--- config.mk ---
export PLATFORM = sky130hd
export DESIGN_NAME = fetch_unit
export DESIGN_NICKNAME = d
export VERILOG_FILES = /design/src/rtl/fetch_unit_pkg.sv /design/src/rtl/pc_check.sv /design/src/rtl/fetch_unit.sv
export SDC_FILE = /design/constraint.sdc
export NUM_CORES = 1
export LEC_CHECK = 0
export BUFFER_PORTS_ARGS = -buffer_cell sky130_fd_sc_hd__buf_2
export CAP_MARGIN = 20
export CORE_ASPECT_RATIO = 1.4
export CORE_UTILIZATION = 44
export DETAILED_ROUTE_END_ITERATION = 8
export HOLD_SLACK_MARGIN = 0.1
export PLACE_DENSITY = 0.76
export SETUP_SLACK_MARGIN = 0.1
export SYNTH_ARGS = -nofsm -noshare
export SYNTH_HDL_FRONTEND = slang
export SYNTH_SLANG_ARGS = --single-unit
--- constraint.sdc ---
create_clock -name clk -period 2.26 [get_ports clk]
set_clock_uncertainty 0.15 [all_clocks]
set_input_delay 0.226 -clock clk [delete_from_list [all_inputs] [get_ports clk]]
set_output_delay 0.226 -clock clk [all_outputs]
set_load 0.02 [all_outputs]
--- src/rtl/fetch_unit_pkg.sv ---
// Shared types and defaults for the instruction fetch unit.
package fetch_unit_pkg;

    localparam logic [31:0] DEFAULT_RESET_PC = 32'h0000_3000;
    localparam logic [31:0] DEFAULT_PC_MAX   = 32'h0000_6FFC;

    typedef enum logic [1:0] {
        ST_FETCH = 2'd0,
        ST_HOLD  = 2'd1,
        ST_NEXT  = 2'd2,
        ST_FAULT = 2'd3
    } fetch_state_t;

    localparam logic [1:0] CAUSE_NONE     = 2'b00;
    localparam logic [1:0] CAUSE_MISALIGN = 2'b01;
    localparam logic [1:0] CAUSE_RANGE    = 2'b10;
    localparam logic [1:0] CAUSE_TIMEOUT  = 2'b11;

    // Instruction word plus the PC it was fetched from, as offered to decode.
    typedef struct packed {
        logic [31:0] word;
        logic [31:0] pc;
    } fetch_pkt_t;

endpackage

--- src/rtl/pc_check.sv ---
// Combinational legality check for a candidate next PC.
module pc_check
    import fetch_unit_pkg::*;
#(
    parameter logic [31:0] PC_MIN = DEFAULT_RESET_PC,
    parameter logic [31:0] PC_MAX = DEFAULT_PC_MAX
) (
    input  logic [31:0] npc,
    output logic        ok,
    output logic [1:0]  cause
);

    // Misalignment is reported ahead of a range violation.
    always_comb begin
        ok    = 1'b1;
        cause = CAUSE_NONE;
        if (npc[1:0] != 2'b00) begin
            ok    = 1'b0;
            cause = CAUSE_MISALIGN;
        end else if ((npc < PC_MIN) || (npc > PC_MAX)) begin
            ok    = 1'b0;
            cause = CAUSE_RANGE;
        end
    end

endmodule

--- src/rtl/fetch_unit.sv ---
// Single-outstanding instruction fetch with decode hand-off and sticky faults.
module fetch_unit
    import fetch_unit_pkg::*;
#(
    parameter logic [31:0] RESET_PC    = DEFAULT_RESET_PC,
    parameter logic [31:0] PC_MAX      = DEFAULT_PC_MAX,
    parameter int unsigned ACK_TIMEOUT = 16
) (
    input  logic        clk,
    input  logic        reset,
    output logic        imem_req,
    output logic [31:0] imem_addr,
    input  logic        imem_ack,
    input  logic [31:0] imem_rdata,
    output logic        inst_valid,
    input  logic        inst_ready,
    output logic [31:0] inst,
    output logic [31:0] inst_pc,
    input  logic [31:0] npc,
    input  logic        npc_valid,
    output logic        fault,
    output logic [1:0]  fault_cause,
    output logic [31:0] fetch_count
);

    localparam int unsigned TW = $clog2(ACK_TIMEOUT + 1);

    fetch_state_t state, state_n;
    logic [31:0]  pc, pc_n;
    fetch_pkt_t   held, held_n;
    logic [31:0]  count_n;
    logic [1:0]   cause_n;
    logic [TW-1:0] tcnt, tcnt_n;
    logic         npc_take;
    logic         npc_ok;
    logic [1:0]   npc_cause;

    // One checker serves both the zero-bubble HOLD path and the NEXT path.
    pc_check #(
        .PC_MIN(RESET_PC),
        .PC_MAX(PC_MAX)
    ) u_pc_check (
        .npc  (npc),
        .ok   (npc_ok),
        .cause(npc_cause)
    );

    assign imem_addr = pc;
    assign inst      = held.word;
    assign inst_pc   = held.pc;

    // Next-state and next-datapath values; timeout counter is zero outside FETCH.
    always_comb begin
        state_n  = state;
        pc_n     = pc;
        held_n   = held;
        count_n  = fetch_count;
        cause_n  = fault_cause;
        tcnt_n   = '0;
        npc_take = 1'b0;

        case (state)
            ST_FETCH: begin
                if (imem_ack) begin
                    held_n.word = imem_rdata;
                    held_n.pc   = pc;
                    state_n     = ST_HOLD;
                end else if (tcnt == TW'(ACK_TIMEOUT - 1)) begin
                    state_n = ST_FAULT;
                    cause_n = CAUSE_TIMEOUT;
                end else begin
                    tcnt_n = tcnt + TW'(1);
                end
            end
            ST_HOLD: begin
                if (inst_ready) begin
                    count_n = fetch_count + 32'd1;
                    if (npc_valid) begin
                        npc_take = 1'b1;
                    end else begin
                        state_n = ST_NEXT;
                    end
                end
            end
            ST_NEXT: begin
                if (npc_valid) begin
                    npc_take = 1'b1;
                end
            end
            ST_FAULT: begin
                state_n = ST_FAULT;
            end
            default: begin
                state_n = ST_FETCH;
            end
        endcase

        if (npc_take) begin
            if (npc_ok) begin
                pc_n    = npc;
                state_n = ST_FETCH;
            end else begin
                state_n = ST_FAULT;
                cause_n = npc_cause;
            end
        end
    end

    // State and datapath registers; control outputs are decoded from next state.
    always_ff @(posedge clk) begin
        if (reset) begin
            state       <= ST_FETCH;
            pc          <= RESET_PC;
            held        <= '0;
            fetch_count <= 32'd0;
            fault_cause <= CAUSE_NONE;
            tcnt        <= '0;
            imem_req    <= 1'b1;
            inst_valid  <= 1'b0;
            fault       <= 1'b0;
        end else begin
            state       <= state_n;
            pc          <= pc_n;
            held        <= held_n;
            fetch_count <= count_n;
            fault_cause <= cause_n;
            tcnt        <= tcnt_n;
            imem_req    <= (state_n == ST_FETCH);
            inst_valid  <= (state_n == ST_HOLD);
            fault       <= (state_n == ST_FAULT);
        end
    end

endmodule

==> qor.log, run 1 <==
[run_status] outcome finished clean
[sta] smallest setup slack after layout 0.1024 ns
[logic_synthesis] part of the Yosys area used for sequential elements 52.11%
[sta] final-report max-slew violation count 0
[power_and_ir_drop] fraction of power consumed by combinational cells 10.3%
[route] 1st-pass router iterations 5
[logic_synthesis] largest area contributor in the synthesized netlist sky130_fd_sc_hd__dfxtp_1
[route] residual antenna-violating net count after detailed routing 0
[floorplan] number of placement rows 47
[final_layout] number of filler instances in the final layout 980
[logic_synthesis] post-synth top area share 52.11%
[cts] CTS max path bufs 2
[worst_hold_path] Min-Delay Endpoint inst_valid$_SDFF_PP0_
[power_and_ir_drop] power density over cell area 821.0 nW/um^2
[critical_path] Slowest Stage Delay on Critical Path 0.57 ns
[cts] Clock Latency Late Sink 0.41 ns
[global_route] via count of the first global-routing pass 5017
[power_and_ir_drop] switching power of the nets 1.555 mW
[cts] Root Driver sky130_fd_sc_hd__clkbuf_16
[logic_synthesis] dominant synthesized flop cell sky130_fd_sc_hd__dfxtp_1
[power_and_ir_drop] switch share 23.95%
[critical_path] Critical R2R Capture fetch_count[26]$_SDFFE_PP0P_
[logic_synthesis] library cells used by synthesis 50
[sta] Final Hold Vio Count 0
[global_route] first-pass GRT wire length 23910 um
[sta] Setup-failing EPs final 0
[sta] Max transition margin 70.74%
[power_and_ir_drop] total internal power 4.938 mW
[placed_design] detailed-placement wirelength estimate 9774 um
[worst_hold_path] kind of path behind the tightest hold check in2reg
[route] drt wl/cell 14.65 um
[global_route] antenna violations before repair 0
[critical_path] length in cells of the worst reg-to-reg path 6
[floorplan] Initial Util 45.28%
[cts] number of clock sinks seen by CTS 140
[global_route] global-route usage over all layers 24.19%
[placed_design] gp weighted congestion 0.7808
[critical_path] slowest stage cell on the critical path sky130_fd_sc_hd__or4_4
[final_layout] Final Net Count 971
[floorplan] vertical die dimension 132.8 um
[logic_synthesis] syn avg cell area 8.484 sq um
[worst_hold_path] Worst Hold Depth 3
[critical_path] worst reg-to-reg setup slack 0.10 ns
[sta] setup TNS after final layout 0 ns
[route] vias per cell 5.128
[placed_design] area of placed instances 6640 sq um
[floorplan] count of pins on the block boundary 202
[logic_synthesis] synthesized net count 710
[logic_synthesis] leading cell types by count after synthesis sky130_fd_sc_hd__nand2_1 (162), sky130_fd_sc_hd__dfxtp_1 (140), sky130_fd_sc_hd__a21oi_1 (87)
[sta] period utilisation layout 95.47%
[logic_synthesis] Mapped Cells 634
[logic_synthesis] main area contributors after synthesis sky130_fd_sc_hd__dfxtp_1 (52%), sky130_fd_sc_hd__nand2_1 (11%), sky130_fd_sc_hd__a21oi_1 (8.1%), sky130_fd_sc_hd__mux2i_1 (2.4%), sky130_fd_sc_hd__and2_1 (2.3%)
[sta] minimum clock period 2.158 ns
[critical_path] largest fanout on the critical path 6
[route] drt initial violations 278
[sta] RSZ-0062 raised after global routing yes
[final_layout] area delta synth->final 47.03%
[critical_path] list of cells traversed by the critical path inv_2 > ha_4 > nand3_4 > or4_4 > or4_1 > a21oi_1
[critical_path] startpoint type of the worst setup path register
[logic_synthesis] most common cell in the synthesized netlist sky130_fd_sc_hd__nand2_1
[cts] clock slew at reported path FFs 0.06 ns
[worst_hold_path] hold path start npc_valid
[final_layout] fraction of final layout cells with drive strength greater than 1 31.50%
[critical_path] data required time at the worst endpoint 2.44 ns
[logic_synthesis] Synth async-reset ratio 0%
[floorplan] total core area 11880 sq um
[final_layout] final design instance area without fill 7909 sq um
[power_and_ir_drop] leakage component of the power 3.431 nW
[critical_path] crit end category register
[critical_path] Crit Path Class reg2reg
[cts] clock tree from TritonCTS built
[global_route] leftover overflow at the end of global routing 0
[floorplan] horizontal die dimension 95.45 um
[cts] maximum level of the CTS H-tree 4
[placed_design] dpl ws 0.07428 ns
[logic_synthesis] total number of yosys warnings 0
[route] number of DRC violations after detailed routing 0
[critical_path] arrival time worst endpoint 2.34 ns
[run] MaxCap Viol Count 0
[final_layout] Antenna Diode Count 0
[critical_path] Reg2Reg Launch Point state[1]$_SDFF_PP0_
[sta] transition time of the tightest slew-check pin 0.4332 ns
[logic_synthesis] count of flip-flops with a built-in enable after synthesis 0
[placed_design] port buffer count 201
[logic_synthesis] number of storage elements in the synthesis netlist 140
[sta] f_max 463.5 MHz
[route] wirelength, routed 15460 um
[power_and_ir_drop] clock power share 50.0%
[cts] TritonCTS buffer count 17
[power_and_ir_drop] power share of the sequential group 39.7%
[floorplan] Total Die Area 12680 sq um
[logic_synthesis] netlist area before placement 5379 sq um
[route] number of vias in the routed layout 5410
[final_layout] post-route core utilization 66.58%
[power_and_ir_drop] maximum VDD drop 0.0005769 V
[global_route] maximum number of pins on one net before global-route repair 48
[critical path, delay by kind of cell (launching register included)]
family	cells	cell delay, ns
adders and majority gates	1	0.17
and+or+nand+nor	3	1.19
AOI/OAI and AO/OA	1	0.16
DFF	1	0.36
buffers and inverters	1	0.07
[layer usage]
metal	track usage, %	vias up	wire length (um)
li1	-	2683	-
met1	27.65	2506	6150
met2	41.71	188	7927
met3	6.724	33	1000
met4	9.701	0	382
met5	0	-	0
[flip-flops by register name, indices dropped and copies added, names as in the netlist]
signal       cells
inst_pc         32
tcnt             5
fault_cause      2
state            2
imem_req         1
imem_addr       32
inst_valid       1
fetch_count     32
inst            32
fault            1
[power by group through the flow]
stage                     registers, mW  clock network, mW  logic [mW]
after floorplan                    2.71                  0       0.267
after global placement             2.63                  0       0.581
after detailed placement           2.63                  0       0.585
after CTS                          2.58               3.30       0.653
after global routing               2.59               3.39       0.728
final                              2.58               3.24       0.670
[repair_timing]
item                                    in CTS  in global routing
hold endpoints to repair                    56                  0
hold buffers                                49                  0
resized for setup                            0                  9
pin swaps                                    1                  7
setup buffers                                2                  5
endpoints found under the setup margin       5                 16
gates cloned                                 0                  1
[cells by family (layout without fill, tap and decap cells)]
| logic type | after synthesis | after routing | synth area share, % |
|---|---|---|---|
| compound gates | 125 | 125 | 13.05 |
| xor+xnor | 12 | 12 | 1.954 |
| fa+ha+maj | 7 | 7 | 1.628 |
| buf+inv | 50 | 323 | 3.722 |
| flops | 140 | 140 | 52.11 |
| mux | 14 | 14 | 2.628 |
| simple gates | 286 | 287 | 24.91 |
[metrics by stage]
stage,hold WS (ns),std cells,power [mW]
4_1_cts,0.1603,1049,6.531
3_5_place_dp,0.2884,966,3.218
3_3_place_gp,0.2846,966,3.210
5_1_grt,0.1965,1055,6.707
2_1_floorplan,0.2120,634,2.982
6_report,0.1748,1055,6.493
[worst max path at each step]
| stage | start | endpoint | slack [ns] | depth (start not counted) |
|---|---|---|---|---|
| 2_1_floorplan | state[1]$_SDFF_PP0_ | fetch_count[31]$_SDFFE_PP0P_ | 0.03 | 8 |
| 3_3_place_gp | state[1]$_SDFF_PP0_ | fetch_count[22]$_SDFFE_PP0P_ | 0.1 | 6 |
| 3_5_place_dp | state[1]$_SDFF_PP0_ | fetch_count[26]$_SDFFE_PP0P_ | 0.07 | 6 |
| 4_1_cts | state[1]$_SDFF_PP0_ | fetch_count[26]$_SDFFE_PP0P_ | 0.1 | 6 |
| 5_1_grt | state[1]$_SDFF_PP0_ | fetch_count[26]$_SDFFE_PP0P_ | 0.02 | 6 |
| 6_report | state[1]$_SDFF_PP0_ | fetch_count[26]$_SDFFE_PP0P_ | 0.10 | 6 |
[layout by cell type (no fill, tap or decap), types with 13 or more instances in the layout]
cell	netlist	final
sky130_fd_sc_hd__buf_2	1	200
sky130_fd_sc_hd__nand2_1	162	161
sky130_fd_sc_hd__dfxtp_1	140	133
sky130_fd_sc_hd__a21oi_1	87	87
sky130_fd_sc_hd__dlygate4sd3_1	0	49
sky130_fd_sc_hd__nor2_1	28	28
sky130_fd_sc_hd__buf_4	1	26
sky130_fd_sc_hd__and2_1	20	19
sky130_fd_sc_hd__clkbuf_16	0	17
sky130_fd_sc_hd__or4_1	15	14
sky130_fd_sc_hd__nand3_1	13	13
[final cells by class]
cell class	instances	area, sq um	share of cell area [%]
well taps	147	183.9	2.326
clock inverters	14	252.7	3.196
flip-flops and latches	140	2816	35.61
inverters	13	48.80	0.6170
multi-input cells	445	2434	30.77
clock buffers	18	439.2	5.553
repair buffers	278	1734	21.93
Power figures use the tool's default switching activity.
==> inputs of run 2 (changes only) <==
- CORE_UTILIZATION: 44 -> 53
- PLACE_DENSITY: 0.76 -> 0.85
- clock period: 2.26 -> 2.8 ns (I/O delays scaled with it)
==> run 2 against run 1 <==
- via count is 3.8% higher
- cell area down 3.2%
- clock power down 22%
- largest power group unchanged
- critical path depth stayed put
- sequential share of layout area grew 1.0 points
- core utilization grew 11 points
- first-iteration DRC count is 35% higher
- combinational power down 22%
- flip-flop and latch count is the same
==> qor.log, run 2 (synthesized netlist as in run 1, its figures left out) <==
[run_status] outcome finished clean
[sta] transition time of the tightest slew-check pin 0.5744 ns
[power_and_ir_drop] power share of the sequential group 40.5%
[global_route] maximum number of pins on one net before global-route repair 54
[floorplan] vertical die dimension 121.2 um
[route] drt initial violations 374
[route] number of vias in the routed layout 5614
[final_layout] area delta synth->final 42.27%
[route] residual antenna-violating net count after detailed routing 0
[global_route] antenna violations before repair 0
[power_and_ir_drop] maximum VDD drop 0.0005020 V
[critical_path] length in cells of the worst reg-to-reg path 6
[route] 1st-pass router iterations 5
[final_layout] Antenna Diode Count 0
[cts] CTS max path bufs 2
[floorplan] horizontal die dimension 87.14 um
[cts] maximum level of the CTS H-tree 4
[sta] final-report max-slew violation count 0
[route] vias per cell 5.499
[power_and_ir_drop] switch share 23.04%
[run] MaxCap Viol Count 0
[sta] f_max 392.1 MHz
[placed_design] detailed-placement wirelength estimate 10200 um
[worst_hold_path] kind of path behind the tightest hold check in2reg
[route] drt wl/cell 16.19 um
[final_layout] top library cells by usage in the layout, fill and taps aside sky130_fd_sc_hd__buf_2 (200), sky130_fd_sc_hd__nand2_1 (161), sky130_fd_sc_hd__dfxtp_1 (140)
[critical_path] crit end category register
[sta] final worst hold slack 0.1438 ns
[critical_path] startpoint type of the worst setup path register
[power_and_ir_drop] leakage component of the power 3.307 nW
[sta] Max transition margin 61.54%
[final_layout] fraction of final layout cells with drive strength greater than 1 28.44%
[placed_design] gp weighted congestion 0.8164
[floorplan] count of pins on the block boundary 202
[placed_design] port buffer count 201
[cts] Clock Latency Late Sink 0.41 ns
[critical_path] Critical R2R Capture fetch_count[31]$_SDFFE_PP0P_
[global_route] first-pass GRT wire length 26080 um
[cts] TritonCTS buffer count 17
[critical_path] largest fanout on the critical path 15
[final_layout] commonest non-fill, non-tap cell in the layout sky130_fd_sc_hd__buf_2
[cts] number of clock sinks seen by CTS 140
[sta] RSZ-0062 raised after global routing no
[sta] Final Hold Vio Count 0
[global_route] global-route usage over all layers 31.85%
[power_and_ir_drop] fraction of power consumed by combinational cells 10.2%
[power_and_ir_drop] switching power of the nets 1.186 mW
[final_layout] Non-Filler Instances 1021
[global_route] leftover overflow at the end of global routing 0
[floorplan] number of placement rows 43
[cts] clock tree from TritonCTS built
[power_and_ir_drop] total internal power 3.960 mW
[critical_path] arrival time worst endpoint 2.70 ns
[sta] minimum clock period 2.550 ns
[floorplan] total core area 9899 sq um
[route] wirelength, routed 16530 um
[placed_design] total placed cells including tap cells 941
[power_and_ir_drop] power density over cell area 672.4 nW/um^2
[sta] Setup-failing EPs final 0
[cts] Root Driver sky130_fd_sc_hd__clkbuf_16
[power_and_ir_drop] clock power share 49.3%
[sta] period utilisation layout 91.09%
[final_layout] Final Net Count 950
[route] number of DRC violations after detailed routing 0
[floorplan] Initial Util 54.34%
[critical_path] Crit Path Class reg2reg
[critical_path] Critical Path Source state[1]$_SDFF_PP0_
[critical_path] data required time at the worst endpoint 2.94 ns
[sta] setup TNS after final layout 0 ns
[final_layout] post-route core utilization 77.30%
[global_route] via count of the first global-routing pass 5668
[cts] clock slew at reported path FFs 0.06 ns
[critical_path] Reg2Reg Launch Point state[1]$_SDFF_PP0_
[floorplan] Total Die Area 10560 sq um
[power_and_ir_drop] Final Power 5.145 mW
[critical_path] worst reg-to-reg setup slack 0.25 ns
[critical_path] Critical Path Sink fetch_count[31]$_SDFFE_PP0P_
[run 2: cell count changes in the layout (fill, tap and decap cells not counted), sizes merged]
cell | previous run | this run
buf | 228 | 209
or4 | 17 | 16
clkbuf | 19 | 20
inv | 19 | 14
clkinvlp | 0 | 2
[run 2: repair_timing]
| item | 4_1_cts | 5_1_grt |
|---|---|---|
| resized for setup | 0 | 1 |
| hold endpoints to repair | 58 | 0 |
| hold buffers | 49 | 0 |
| setup endpoints to repair | 0 | 1 |
| buffers inserted | 0 | 0 |
[run 2: how the worst min path moves through the flow]
stage / cells past startpoint / end / start / slack, ns
after floorplan: 2 / inst[0]$_SDFFE_PP0P_ / imem_rdata[0] / 0.27
after global placement: 1 / tcnt[0]$_SDFF_PP0_ / tcnt[0]$_SDFF_PP0_ / 0.28
after detailed placement: 1 / tcnt[0]$_SDFF_PP0_ / tcnt[0]$_SDFF_PP0_ / 0.29
after CTS: 4 / fault_cause[0]$_SDFF_PP0_ / npc[0] / 0.13
after global routing: 4 / fault_cause[0]$_SDFF_PP0_ / npc[0] / 0.17
final: 4 / fault_cause[0]$_SDFF_PP0_ / npc[0] / 0.14
[run 2: final cells by class]
| class | count | area [sq um] |
|---|---|---|
| clock inverters | 11 | 214.0 |
| flip-flops and latches | 140 | 2803 |
| clock buffers | 20 | 456.7 |
| inverters | 13 | 48.80 |
| multi-input cells | 444 | 2390 |
| well taps | 135 | 168.9 |
| fillers | 692 | 2247 |
| repair buffers | 258 | 1572 |
[run 2: stage by stage]
stage          setup slack [ns]  cell area [sq um]
6_report                 0.2495               7652
5_1_grt                  0.1284               7652
4_1_cts                  0.3236               7647
3_5_place_dp             0.3737               6486
3_3_place_gp             0.4735               6486
2_1_floorplan            0.4619               5379
[run 2: layer usage]
metal	up-vias	wire (um)	global-route usage, %
met1	2608	5903	31.89
met2	295	8758	57.09
met5	-	0	0
met4	0	717	18.95
met3	64	1146	9.524
li1	2647	-	-
[run 2: power groups by stage]
| stage | combinational (mW) | clock [mW] | sequential [mW] |
|---|---|---|---|
| after floorplan | 0.211 | 0 | 2.19 |
| after global placement | 0.434 | 0 | 2.12 |
| after detailed placement | 0.449 | 0 | 2.13 |
| after CTS | 0.505 | 2.56 | 2.08 |
| after global routing | 0.561 | 2.64 | 2.09 |
| final | 0.523 | 2.54 | 2.09 |
[run 2: worst max-delay path: stages (launching register included)]
cell	delay, ns
sky130_fd_sc_hd__dfxtp_1	0.35
sky130_fd_sc_hd__inv_1	0.10
sky130_fd_sc_hd__ha_1	0.17
sky130_fd_sc_hd__nand4_1	0.26
sky130_fd_sc_hd__or4_1	0.71
sky130_fd_sc_hd__nor3b_2	0.34
sky130_fd_sc_hd__mux2_2	0.37
==> inputs of run 3 (changes only) <==
- CORE_UTILIZATION: 53 -> 49
- PLACE_DENSITY: 0.85 -> 0.8
- clock period: 2.8 -> 2.35 ns (I/O delays scaled with it)
==> run 3 against run 2 <==
- clock power is 2% higher
- via count shrank 1.4%
- clock-buffer cell count is 1 higher
- die area grew 8.0%
- final cell count up 1.8%
- fmax up 16%
- worst hold slack got worse by 0.0068 ns
- non-clock buffer count is 13 higher
- worst setup slack got worse by 0.093 ns
- sequential power up 19%
- register-to-register slack lost 0.09 ns
- largest cell class unchanged
==> qor.log, run 3 (synthesized netlist as in run 1, its figures left out) <==
[run_status] outcome finished clean
[final_layout] number of filler instances in the final layout 745
[final_layout] Antenna Diode Count 0
[run] MaxCap Viol Count 0
[sta] f_max 455.8 MHz
[critical_path] Crit Path Class reg2reg
[sta] Max transition margin 59.28%
[critical_path] data required time at the worst endpoint 2.54 ns
[sta] final-report max-slew violation count 0
[sta] period utilisation layout 93.35%
[sta] transition time of the tightest slew-check pin 0.6107 ns
[cts] maximum level of the CTS H-tree 4
[floorplan] total core area 10520 sq um
[floorplan] number of placement rows 44
[global_route] leftover overflow at the end of global routing 0
[power_and_ir_drop] total internal power 4.254 mW
[sta] Final Hold Vio Count 0
[critical_path] crit end category register
[power_and_ir_drop] switch share 25.62%
[critical_path] most common cell type on the critical path sky130_fd_sc_hd__or4_4
[placed_design] port buffer count 201
[power_and_ir_drop] maximum VDD drop 0.0005016 V
[cts] TritonCTS buffer count 17
[sta] Setup-failing EPs final 0
[floorplan] vertical die dimension 126.0 um
[final_layout] Final Net Count 964
[power_and_ir_drop] power share of the sequential group 43.5%
[cts] number of clock sinks seen by CTS 140
[route] number of DRC violations after detailed routing 0
[sta] RSZ-0062 raised after global routing yes
[power_and_ir_drop] leakage component of the power 3.346 nW
[critical_path] Slowest Stage Delay on Critical Path 0.60 ns
[final_layout] commonest non-fill, non-tap cell in the layout sky130_fd_sc_hd__buf_2
[sta] minimum clock period 2.194 ns
[critical_path] arrival time worst endpoint 2.38 ns
[critical_path] slowest stage cell on the critical path sky130_fd_sc_hd__or4_4
[cts] Clock Latency Late Sink 0.40 ns
[cts] clock slew at reported path FFs 0.06 ns
[critical_path] startpoint type of the worst setup path register
[sta] setup TNS after final layout 0 ns
[placed_design] detailed-placement wirelength estimate 10090 um
[power_and_ir_drop] power density over cell area 735.5 nW/um^2
[global_route] via count of the first global-routing pass 5563
[route] wirelength, routed 16270 um
[global_route] global-route usage over all layers 28.41%
[route] residual antenna-violating net count after detailed routing 0
[sta] smallest setup slack after layout 0.1562 ns
[placed_design] gp weighted congestion 0.8059
[final_layout] fraction of final layout cells with drive strength greater than 1 31.41%
[power_and_ir_drop] clock power share 45.1%
[cts] clock tree from TritonCTS built
[route] 1st-pass router iterations 5
[global_route] antenna violations before repair 0
[floorplan] horizontal die dimension 90.55 um
[cts] Root Driver sky130_fd_sc_hd__clkbuf_16
[placed_design] dpl ws 0.02106 ns
[route] drt initial violations 366
[final_layout] top library cells by usage in the layout, fill and taps aside sky130_fd_sc_hd__buf_2 (200), sky130_fd_sc_hd__nand2_1 (161), sky130_fd_sc_hd__dfxtp_1 (136)
[critical_path] list of cells traversed by the critical path inv_4 > ha_4 > nand3_4 > or4_4 > or4_4 > a21oi_2
[cts] CTS max path bufs 2
[floorplan] Total Die Area 11410 sq um
[worst_hold_path] kind of path behind the tightest hold check in2reg
[power_and_ir_drop] fraction of power consumed by combinational cells 11.4%
[route] drt wl/cell 15.65 um
[floorplan] Initial Util 51.15%
[global_route] maximum number of pins on one net before global-route repair 59
[critical_path] largest fanout on the critical path 6
[critical_path] worst reg-to-reg setup slack 0.16 ns
[floorplan] count of pins on the block boundary 202
[final_layout] area delta synth->final 44.57%
[global_route] first-pass GRT wire length 26120 um
[route] number of vias in the routed layout 5538
[route] vias per cell 5.330
[power_and_ir_drop] switching power of the nets 1.465 mW
==> run 3: changes by cell type in the layout (fill, tap and decap cells not counted), sizes merged <==
cell,before,now
bufinv,6,1
dlygate4sd3,49,54
or4,16,17
buf,209,217
clkinv,2,4
clkbuf,20,21
clkinvlp,2,3
inv,14,16
==> run 3: layout make-up <==
class | instances | area (sq um) | area share (%)
Sequential cell | 140 | 2810 | 36.14
Multi-Input combinational cell | 445 | 2485 | 31.95
Timing Repair Buffer | 271 | 1677 | 21.56
Clock buffer | 21 | 470.5 | 6.050
Tap cell | 138 | 172.7 | 2.220
Clock inverter | 11 | 110.1 | 1.416
Inverter | 13 | 51.30 | 0.6597
==> run 3: metal layers <==
layer	global-route usage, %	routed length (um)	vias up
met3	7.005	964	61
met1	30.05	6117	2562
li1	-	-	2670
met4	16.41	709	0
met2	50.80	8472	245
met5	0	0	-
==> run 3: critical path: cells and delay by family (launching register included) <==
kind	cells	cell delay, ns
compound gates	1	0.13
simple gates	3	1.25
flops	1	0.37
fa+ha+maj	1	0.17
buf+inv	1	0.06
==> run 3: per-stage QoR <==
stage	std cells	hold WS, ns	cell area [sq um]	utilization, %	power (mW)
after floorplan	634	0.2210	5395	-	2.864
after detailed placement	947	0.2940	6511	61.92	3.069
after global routing	1039	0.1444	7776	73.95	5.905
after global placement	947	0.2814	6511	61.92	3.044
after CTS	1035	0.1100	7657	72.82	5.707
final	1039	0.1371	7776	73.95	5.719
==> run 3: worst paths after layout <==
| path | start | to | cells after the start |
|---|---|---|---|
| worst max-delay path | state[1]$_SDFF_PP0_ | fetch_count[24]$_SDFFE_PP0P_ | 6 |
| worst min-delay path | npc[0] | state[0]$_SDFF_PP0_ | 4 |
| worst max register to register | state[1]$_SDFF_PP0_ | fetch_count[24]$_SDFFE_PP0P_ | 6 |
| worst min register to register | inst_pc[26]$_SDFFE_PP0P_ | inst_pc[26]$_SDFFE_PP0P_ | 2 |
==> run 3: power groups by stage <==
| stage | Clock (mW) | Combinational [mW] | Sequential [mW] |
|---|---|---|---|
| floorplan | 0 | 0.255 | 2.61 |
| global placement | 0 | 0.514 | 2.53 |
| detailed placement | 0 | 0.534 | 2.53 |
| CTS | 2.61 | 0.614 | 2.48 |
| global route | 2.70 | 0.707 | 2.49 |
| finish | 2.58 | 0.653 | 2.49 |
==> run 3: timing repair <==
item                                    4_1_cts  5_1_grt
cloned                                        0        1
resized for setup                             1       22
hold buffers                                 54        0
pin swaps                                     1        6
endpoints found under the setup margin        6       35
setup buffers                                 2        3
endpoints found under the hold margin        63        0
